<file path="src/rtl/mips_debug_pkg.sv">
// mips_debug_pkg
// Shared definitions for the MIPS debug unit: the serializer state encoding,
// the dump terminator character, the byte count of each pipeline latch image
// and the host command codes that select which latch is dumped.
package mips_debug_pkg;

    // Serializer FSM states
    typedef enum logic [2:0] {
        ST_IDLE     = 3'd0,
        ST_SEND     = 3'd1,
        ST_WAIT     = 3'd2,
        ST_RDY_SEND = 3'd3,
        ST_RDY_WAIT = 3'd4,
        ST_DONE     = 3'd5
    } ser_state_t;

    // Terminator the host waits for after every dump ('R')
    localparam logic [7:0] READY_CHAR = 8'h52;

    // Payload bytes per latch image, padded to whole bytes
    localparam int IF_ID_BYTES  = 8;
    localparam int ID_EX_BYTES  = 17;
    localparam int EX_MEM_BYTES = 10;
    localparam int MEM_WB_BYTES = 9;

    // Host command codes selecting the latch to dump
    localparam logic [7:0] CMD_DUMP_IF_ID  = 8'h02;
    localparam logic [7:0] CMD_DUMP_ID_EX  = 8'h03;
    localparam logic [7:0] CMD_DUMP_EX_MEM = 8'h04;
    localparam logic [7:0] CMD_DUMP_MEM_WB = 8'h05;

endpackage

</file>
<file path="src/rtl/debug_latch_serializer.sv">
// debug_latch_serializer
// Captures a pipeline latch image on a start request and sends it to uart_tx
// one byte at a time, least-significant byte first, then sends READY_CHAR so
// the host knows the dump is complete.
//
// Ports:
//   i_clk        clock
//   i_rst        synchronous active-high reset
//   i_start      one-cycle dump request, honoured only when idle
//   i_data       latch image, zero-extended, sampled on an accepted start
//   i_num_bytes  payload byte count, clamped to MAX_BYTES
//   o_tx_data    byte presented to uart_tx, held until its done pulse
//   o_tx_start   one-cycle transmit request to uart_tx
//   i_tx_done    uart_tx completion pulse for the current byte
//   o_busy       high from accept until the terminator has completed
//   o_done       one-cycle pulse after the terminator has completed
module debug_latch_serializer #(
    parameter int               DATA_WIDTH = 136,
    parameter int               MAX_BYTES  = DATA_WIDTH / 8,
    parameter int               CNT_WIDTH  = 5,
    parameter logic [7:0]       READY_CHAR = mips_debug_pkg::READY_CHAR
) (
    input  logic                  i_clk,
    input  logic                  i_rst,
    input  logic                  i_start,
    input  logic [DATA_WIDTH-1:0] i_data,
    input  logic [CNT_WIDTH-1:0]  i_num_bytes,
    output logic [7:0]            o_tx_data,
    output logic                  o_tx_start,
    input  logic                  i_tx_done,
    output logic                  o_busy,
    output logic                  o_done
);

    import mips_debug_pkg::*;

    localparam logic [CNT_WIDTH-1:0] MAX_CNT = CNT_WIDTH'(MAX_BYTES);
    localparam logic [CNT_WIDTH-1:0] ONE_CNT = CNT_WIDTH'(1);

    ser_state_t            state;
    logic [DATA_WIDTH-1:0] shreg;
    logic [CNT_WIDTH-1:0]  cnt;
    logic [CNT_WIDTH-1:0]  load_cnt;
    logic                  done_seen;

    // Requested byte count limited to what the image can hold.
    always_comb begin
        load_cnt = (i_num_bytes > MAX_CNT) ? MAX_CNT : i_num_bytes;
    end

    // A done pulse is only meaningful once the start pulse for the current
    // byte has been issued; one arriving alongside the start belongs to an
    // earlier frame and is dropped.
    always_comb begin
        done_seen = i_tx_done && !o_tx_start;
    end

    // Serializer FSM. The first payload byte is launched on the accepting
    // edge itself (the SEND work is folded into IDLE) so its start pulse
    // appears the cycle after the request; every later byte goes through
    // SEND, giving a two-cycle gap after each done pulse.
    always_ff @(posedge i_clk) begin
        if (i_rst) begin
            state      <= ST_IDLE;
            shreg      <= '0;
            cnt        <= '0;
            o_tx_data  <= '0;
            o_tx_start <= 1'b0;
            o_busy     <= 1'b0;
            o_done     <= 1'b0;
        end else begin
            o_tx_start <= 1'b0;
            o_done     <= 1'b0;
            unique case (state)
                ST_IDLE: begin
                    if (i_start) begin
                        shreg  <= i_data;
                        o_busy <= 1'b1;
                        if (load_cnt != '0) begin
                            o_tx_start <= 1'b1;
                            o_tx_data  <= i_data[7:0];
                            cnt        <= load_cnt - ONE_CNT;
                            state      <= ST_WAIT;
                        end else begin
                            cnt   <= '0;
                            state <= ST_RDY_SEND;
                        end
                    end
                end
                ST_SEND: begin
                    o_tx_start <= 1'b1;
                    o_tx_data  <= shreg[7:0];
                    cnt        <= cnt - ONE_CNT;
                    state      <= ST_WAIT;
                end
                ST_WAIT: begin
                    if (done_seen) begin
                        shreg <= shreg >> 8;
                        state <= (cnt != '0) ? ST_SEND : ST_RDY_SEND;
                    end
                end
                ST_RDY_SEND: begin
                    o_tx_start <= 1'b1;
                    o_tx_data  <= READY_CHAR;
                    state      <= ST_RDY_WAIT;
                end
                ST_RDY_WAIT: begin
                    if (done_seen) begin
                        o_done <= 1'b1;
                        state  <= ST_DONE;
                    end
                end
                ST_DONE: begin
                    o_busy <= 1'b0;
                    state  <= ST_IDLE;
                end
                default: begin
                    state <= ST_IDLE;
                end
            endcase
        end
    end

endmodule
</file>
<file path="config.mk">
export PLATFORM = sky130hd
export DESIGN_NAME = debug_latch_serializer
export DESIGN_NICKNAME = d
export VERILOG_FILES = /design/src/rtl/mips_debug_pkg.sv /design/src/rtl/debug_latch_serializer.sv
export SDC_FILE = /design/constraint.sdc
export NUM_CORES = 1
export LEC_CHECK = 0
export ABC_AREA = 1
export CORE_MARGIN = 2
export CORE_UTILIZATION = 43
export DETAILED_ROUTE_END_ITERATION = 6
export PLACE_DENSITY = 0.69
export SYNTH_ARGS = -nofsm -noshare
export SYNTH_HDL_FRONTEND = slang
export SYNTH_SLANG_ARGS = --single-unit
</file>
<file path="constraint.sdc">
create_clock -name i_clk -period 1.51 [get_ports i_clk]
set_input_delay 0.151 -clock i_clk [delete_from_list [all_inputs] [get_ports i_clk]]
set_output_delay 0.151 -clock i_clk [all_outputs]
set_load 0.1 [all_outputs]
</file>
==> out/qor.tcl <==
set qor(outcome) {finished with violations}
set qor(failed_checks) {negative setup slack}
set qor(post_synth_main_area_contributors) {sky130_fd_sc_hd__dfxtp_1, sky130_fd_sc_hd__nand2_1, sky130_fd_sc_hd__nor2_1, sky130_fd_sc_hd__nand3_1, sky130_fd_sc_hd__o21ai_0}
set qor(setup.worst_path.start) {state[0]$_SDFFE_PP0P_}
set qor(via_count) 8013
set qor(worstMarginPinSlew_ns) 0.401
set qor(fillCellCount) 1653
set qor(die_height_um) 136
set qor(ffs_latches_synth) 155
set qor(max_cap_viol_count) 0
set qor(netlist.top_cell.by_area) {sky130_fd_sc_hd__dfxtp_1}
set qor(initial_util_pct) 43.6
set qor(post_route_cells_drive_above_1_share_pct) 9.51
set qor(cp_data_arrival_time_ns) 1.83
set qor(clock_sinks) 155
set qor(insertion_delay_ns) 0.43
set qor(num_rows) 48
set qor(drt_first_pass_iters) 5
set qor(design_power_total_mw) 19.3
set qor(design.die.area_um2) 18500
set qor(route.detailed.drc) 0
set qor(path_delay_family) {buffers and inverters}
set qor(place_inst) 1529
set qor(finalSetupViolCount) 3
set qor(timing.fmax_ghz) 0.660
set qor(wirelength_um) 23100
set qor(global_route_usage_over_all_layers_pct) 24.1
set qor(rsz0062_at_grt) {true}
set qor(io-pin-count) 156
set qor(required_ns) 1.82
set qor(final_cell_count_no_fill) 1571
set qor(ys.warnings.count) 0
set qor(htreeDepth) 4
set qor(grt_antenna_before_repair) 0
set qor(synth_ff_type) {sky130_fd_sc_hd__dfxtp_1}
set qor(synth.most_common_cell) {sky130_fd_sc_hd__nand2_1}
set qor(clock_skew_ns) 0.00606
set qor(crit_fanout) 32
set qor(grt_remaining_overflow) 0
set qor(die_w_um) 136
set qor(via_count_of_the_first_global_routing_pass) 7293
set qor(numCtsBuffers) 17
set qor(synthesized_cell_area_um2) 7490
set qor(worst-r2r-cell-count) 8
set qor(cp-start-kind) {flip-flop}
set qor(post_drt_wl_per_cell_um) 14.7
set qor(area_occupied_by_multi_input_gates_um2) 4000
set qor(final_max_slew_viol_count) 0
set qor(cp_num_buf_inv) 3
set qor(critPathKind) {reg2reg}
set qor(setup_tns_final_ns) -0.00722
set qor(netlist.area_leader.share_pct) 41.4
set qor(design.core.area_um2) 17200
set qor(tritoncts_clock_tree) {built}
set qor(antenna_violating_nets_post_route) 0
set qor(synth_enable_flop_cells) 0
set qor(hold-path-endpoint) {cnt[3]$_SDFFE_PP0P_}
set qor(timing.critical_path.cells) {nor2_4 > buf_4 > nand3_4 > o21ai_4 > inv_4 > buf_12 > nor2_1 > nor2_1}
set qor(relative_slew_slack_pct) 73.0
set qor(yosysUniqueCellTypes) 28
set qor(r2r_slack_ns) -0.005
set qor(power.ir.vdd_worst_v) 0.00112
set qor(max-clock-path-buffers) 2
set qor(grt_first_pass_wirelength_um) 35700
set qor(postLayoutSetupSlackWorst_ns) -0.00495
set qor(cp_slowest_cell) {sky130_fd_sc_hd__dfxtp_2}
set qor(synth_seq_area_share_pct) 41.4
set qor(static-leakage-power_nw) 4.90
set qor(finish.net_count) 1484
set qor(synth.net_count) 1336
set qor(avgViaCountPerCell) 5.10
set qor(place_ws_ns) -0.563
set qor(fin_crit_ns) 1.51
set qor(worst_path_most_repeated_cell) {sky130_fd_sc_hd__nor2_1}
set qor(syn_to_final_growth_pct) 40.4
set qor(worst_r2r_endpoint) {shreg[72]$_SDFFE_PP0P_}
set qor(count_of_input_and_output_buffers) 155
set qor(crit_path_end_kind) {flip-flop}
set qor(min_period_over_period_pct) 100
set qor(hold_viol) 0
set qor(regArea_um2) 3110
set qor(synth.top_cells.by_count) {sky130_fd_sc_hd__nand2_1, sky130_fd_sc_hd__nor2_1, sky130_fd_sc_hd__dfxtp_1, sky130_fd_sc_hd__nand3_1, sky130_fd_sc_hd__o21ai_0}
set qor(fin_util_pct) 61.3
set qor(slowest_delay_ns) 0.34
set qor(gp_congestion) 0.829
set qor(first_iter_violations) 652
set qor(clock_transition_at_the_registers_of_the_reported_paths_ns) 0.06
set qor(crit-reg2reg-launch) {state[0]$_SDFFE_PP0P_}
set qor(synth.avg_cell_area_um2) 6.31
set qor(min_path_type) {in2reg}
set qor(grt_start_max_net_pins) 67
set qor(hpwl_um) 13900
set qor(insertedDiodeCount) 0
set qor(hold_fix_buffer_count_after_cts) 0
set qor(postSynth.asyncResetShare_pct) 0
set qor(clock-root-buffer) {sky130_fd_sc_hd__clkbuf_16}
set qor(synthCells) 1187
set qor(p_per_area_nw_per_um2) 1840
set qor(hold-path-cell-count) 5
set qor(timing.hold.worst.start) {i_num_bytes[3]}
[through the flow]
stage / instance area (um^2) / hold WS [ns]
2_1_floorplan: 7500 / 0.299
3_3_place_gp: 9630 / 0.451
3_5_place_dp: 9630 / 0.454
4_1_cts: 10300 / 0.266
5_1_grt: 10500 / 0.294
6_report: 10500 / 0.268
[logic make-up after synthesis]
kind of cell,synth area share [%]
compound gates,10.8
fa+ha+maj,0.668
buf+inv,6.16
flops,41.4
simple gates,40.9
[power breakdown]
group	switching (mW)	leakage [nW]	internal [mW]
registers	0.724	1.28	5.41
logic	5.29	3.31	3.33
clock network	1.68	0.303	2.88
total	7.69	4.90	11.6
[registers in the layout (all words and copies together), names as in the netlist]
signal,cells
cnt,5
o_tx_data,8
o_tx_start,1
shreg,136
o_done,1
o_busy,1
state,3
[timing repair]
action,in CTS,in global routing
gates cloned,2,7
endpoints found under the setup margin,23,142
resized for setup,18,24
buffers inserted,1,3
pin swaps,4,11
[worst max path at each step]
| stage | endpoint | cells after the start | slack (ns) |
|---|---|---|---|
| CTS | state[1]$_SDFFE_PP0P_ | 8 | 0.02 |
| global route | shreg[71]$_SDFFE_PP0P_ | 7 | -0.09 |
| detailed placement | o_tx_data[0]$_SDFFE_PP0P_ | 15 | -0.56 |
| finish | shreg[72]$_SDFFE_PP0P_ | 8 | -0.005 |
| floorplan | o_tx_data[0]$_SDFFE_PP0P_ | 14 | 0.005 |
| global placement | o_tx_data[5]$_SDFFE_PP0P_ | 15 | -0.48 |
[metal layers]
layer,global-route usage (%),wire length (um),vias up
li1,-,-,4102
met1,32.2,10700,3644
met2,39.4,10800,238
met3,4.96,1190,29
met4,6.77,420,0
met5,0,0,-
[cells in the final DEF (no fill, tap or decap), types with 4 or more instances in the layout]
| cell type | Yosys | final |
|---|---|---|
| sky130_fd_sc_hd__nand2_1 | 320 | 314 |
| sky130_fd_sc_hd__nor2_1 | 291 | 287 |
| sky130_fd_sc_hd__dfxtp_1 | 155 | 152 |
| sky130_fd_sc_hd__clkdlybuf4s50_1 | 0 | 141 |
| sky130_fd_sc_hd__nand3_1 | 138 | 138 |
| sky130_fd_sc_hd__o21ai_0 | 112 | 101 |
| sky130_fd_sc_hd__buf_4 | 2 | 36 |
| sky130_fd_sc_hd__o21ai_1 | 24 | 33 |
| sky130_fd_sc_hd__clkbuf_16 | 0 | 22 |
| sky130_fd_sc_hd__buf_12 | 0 | 22 |
| sky130_fd_sc_hd__inv_1 | 18 | 15 |
| sky130_fd_sc_hd__a21oi_1 | 15 | 15 |
| sky130_fd_sc_hd__nor2_2 | 2 | 6 |
| sky130_fd_sc_hd__nand2_2 | 1 | 5 |
| sky130_fd_sc_hd__buf_6 | 0 | 5 |
| sky130_fd_sc_hd__ha_1 | 4 | 4 |
| sky130_fd_sc_hd__bufinv_16 | 0 | 4 |
[cell type report]
| class | instances | area share (%) |
|---|---|---|
| tap | 225 | 2.67 |
| clock buffer | 23 | 4.54 |
| clock inverter | 7 | 1.32 |
| sequential | 155 | 29.6 |
| timing repair buffer | 217 | 23.1 |
| multi-input combinational | 924 | 38.0 |
| inverter | 20 | 0.773 |
[worst min-delay path: cells and delay by family]
kind | cells | cell delay [ns]
compound gates | 2 | 0.23
buf+inv | 2 | 0.22
simple gates | 1 | 0.05
No activity file was read; power rests on OpenSTA's default activity.
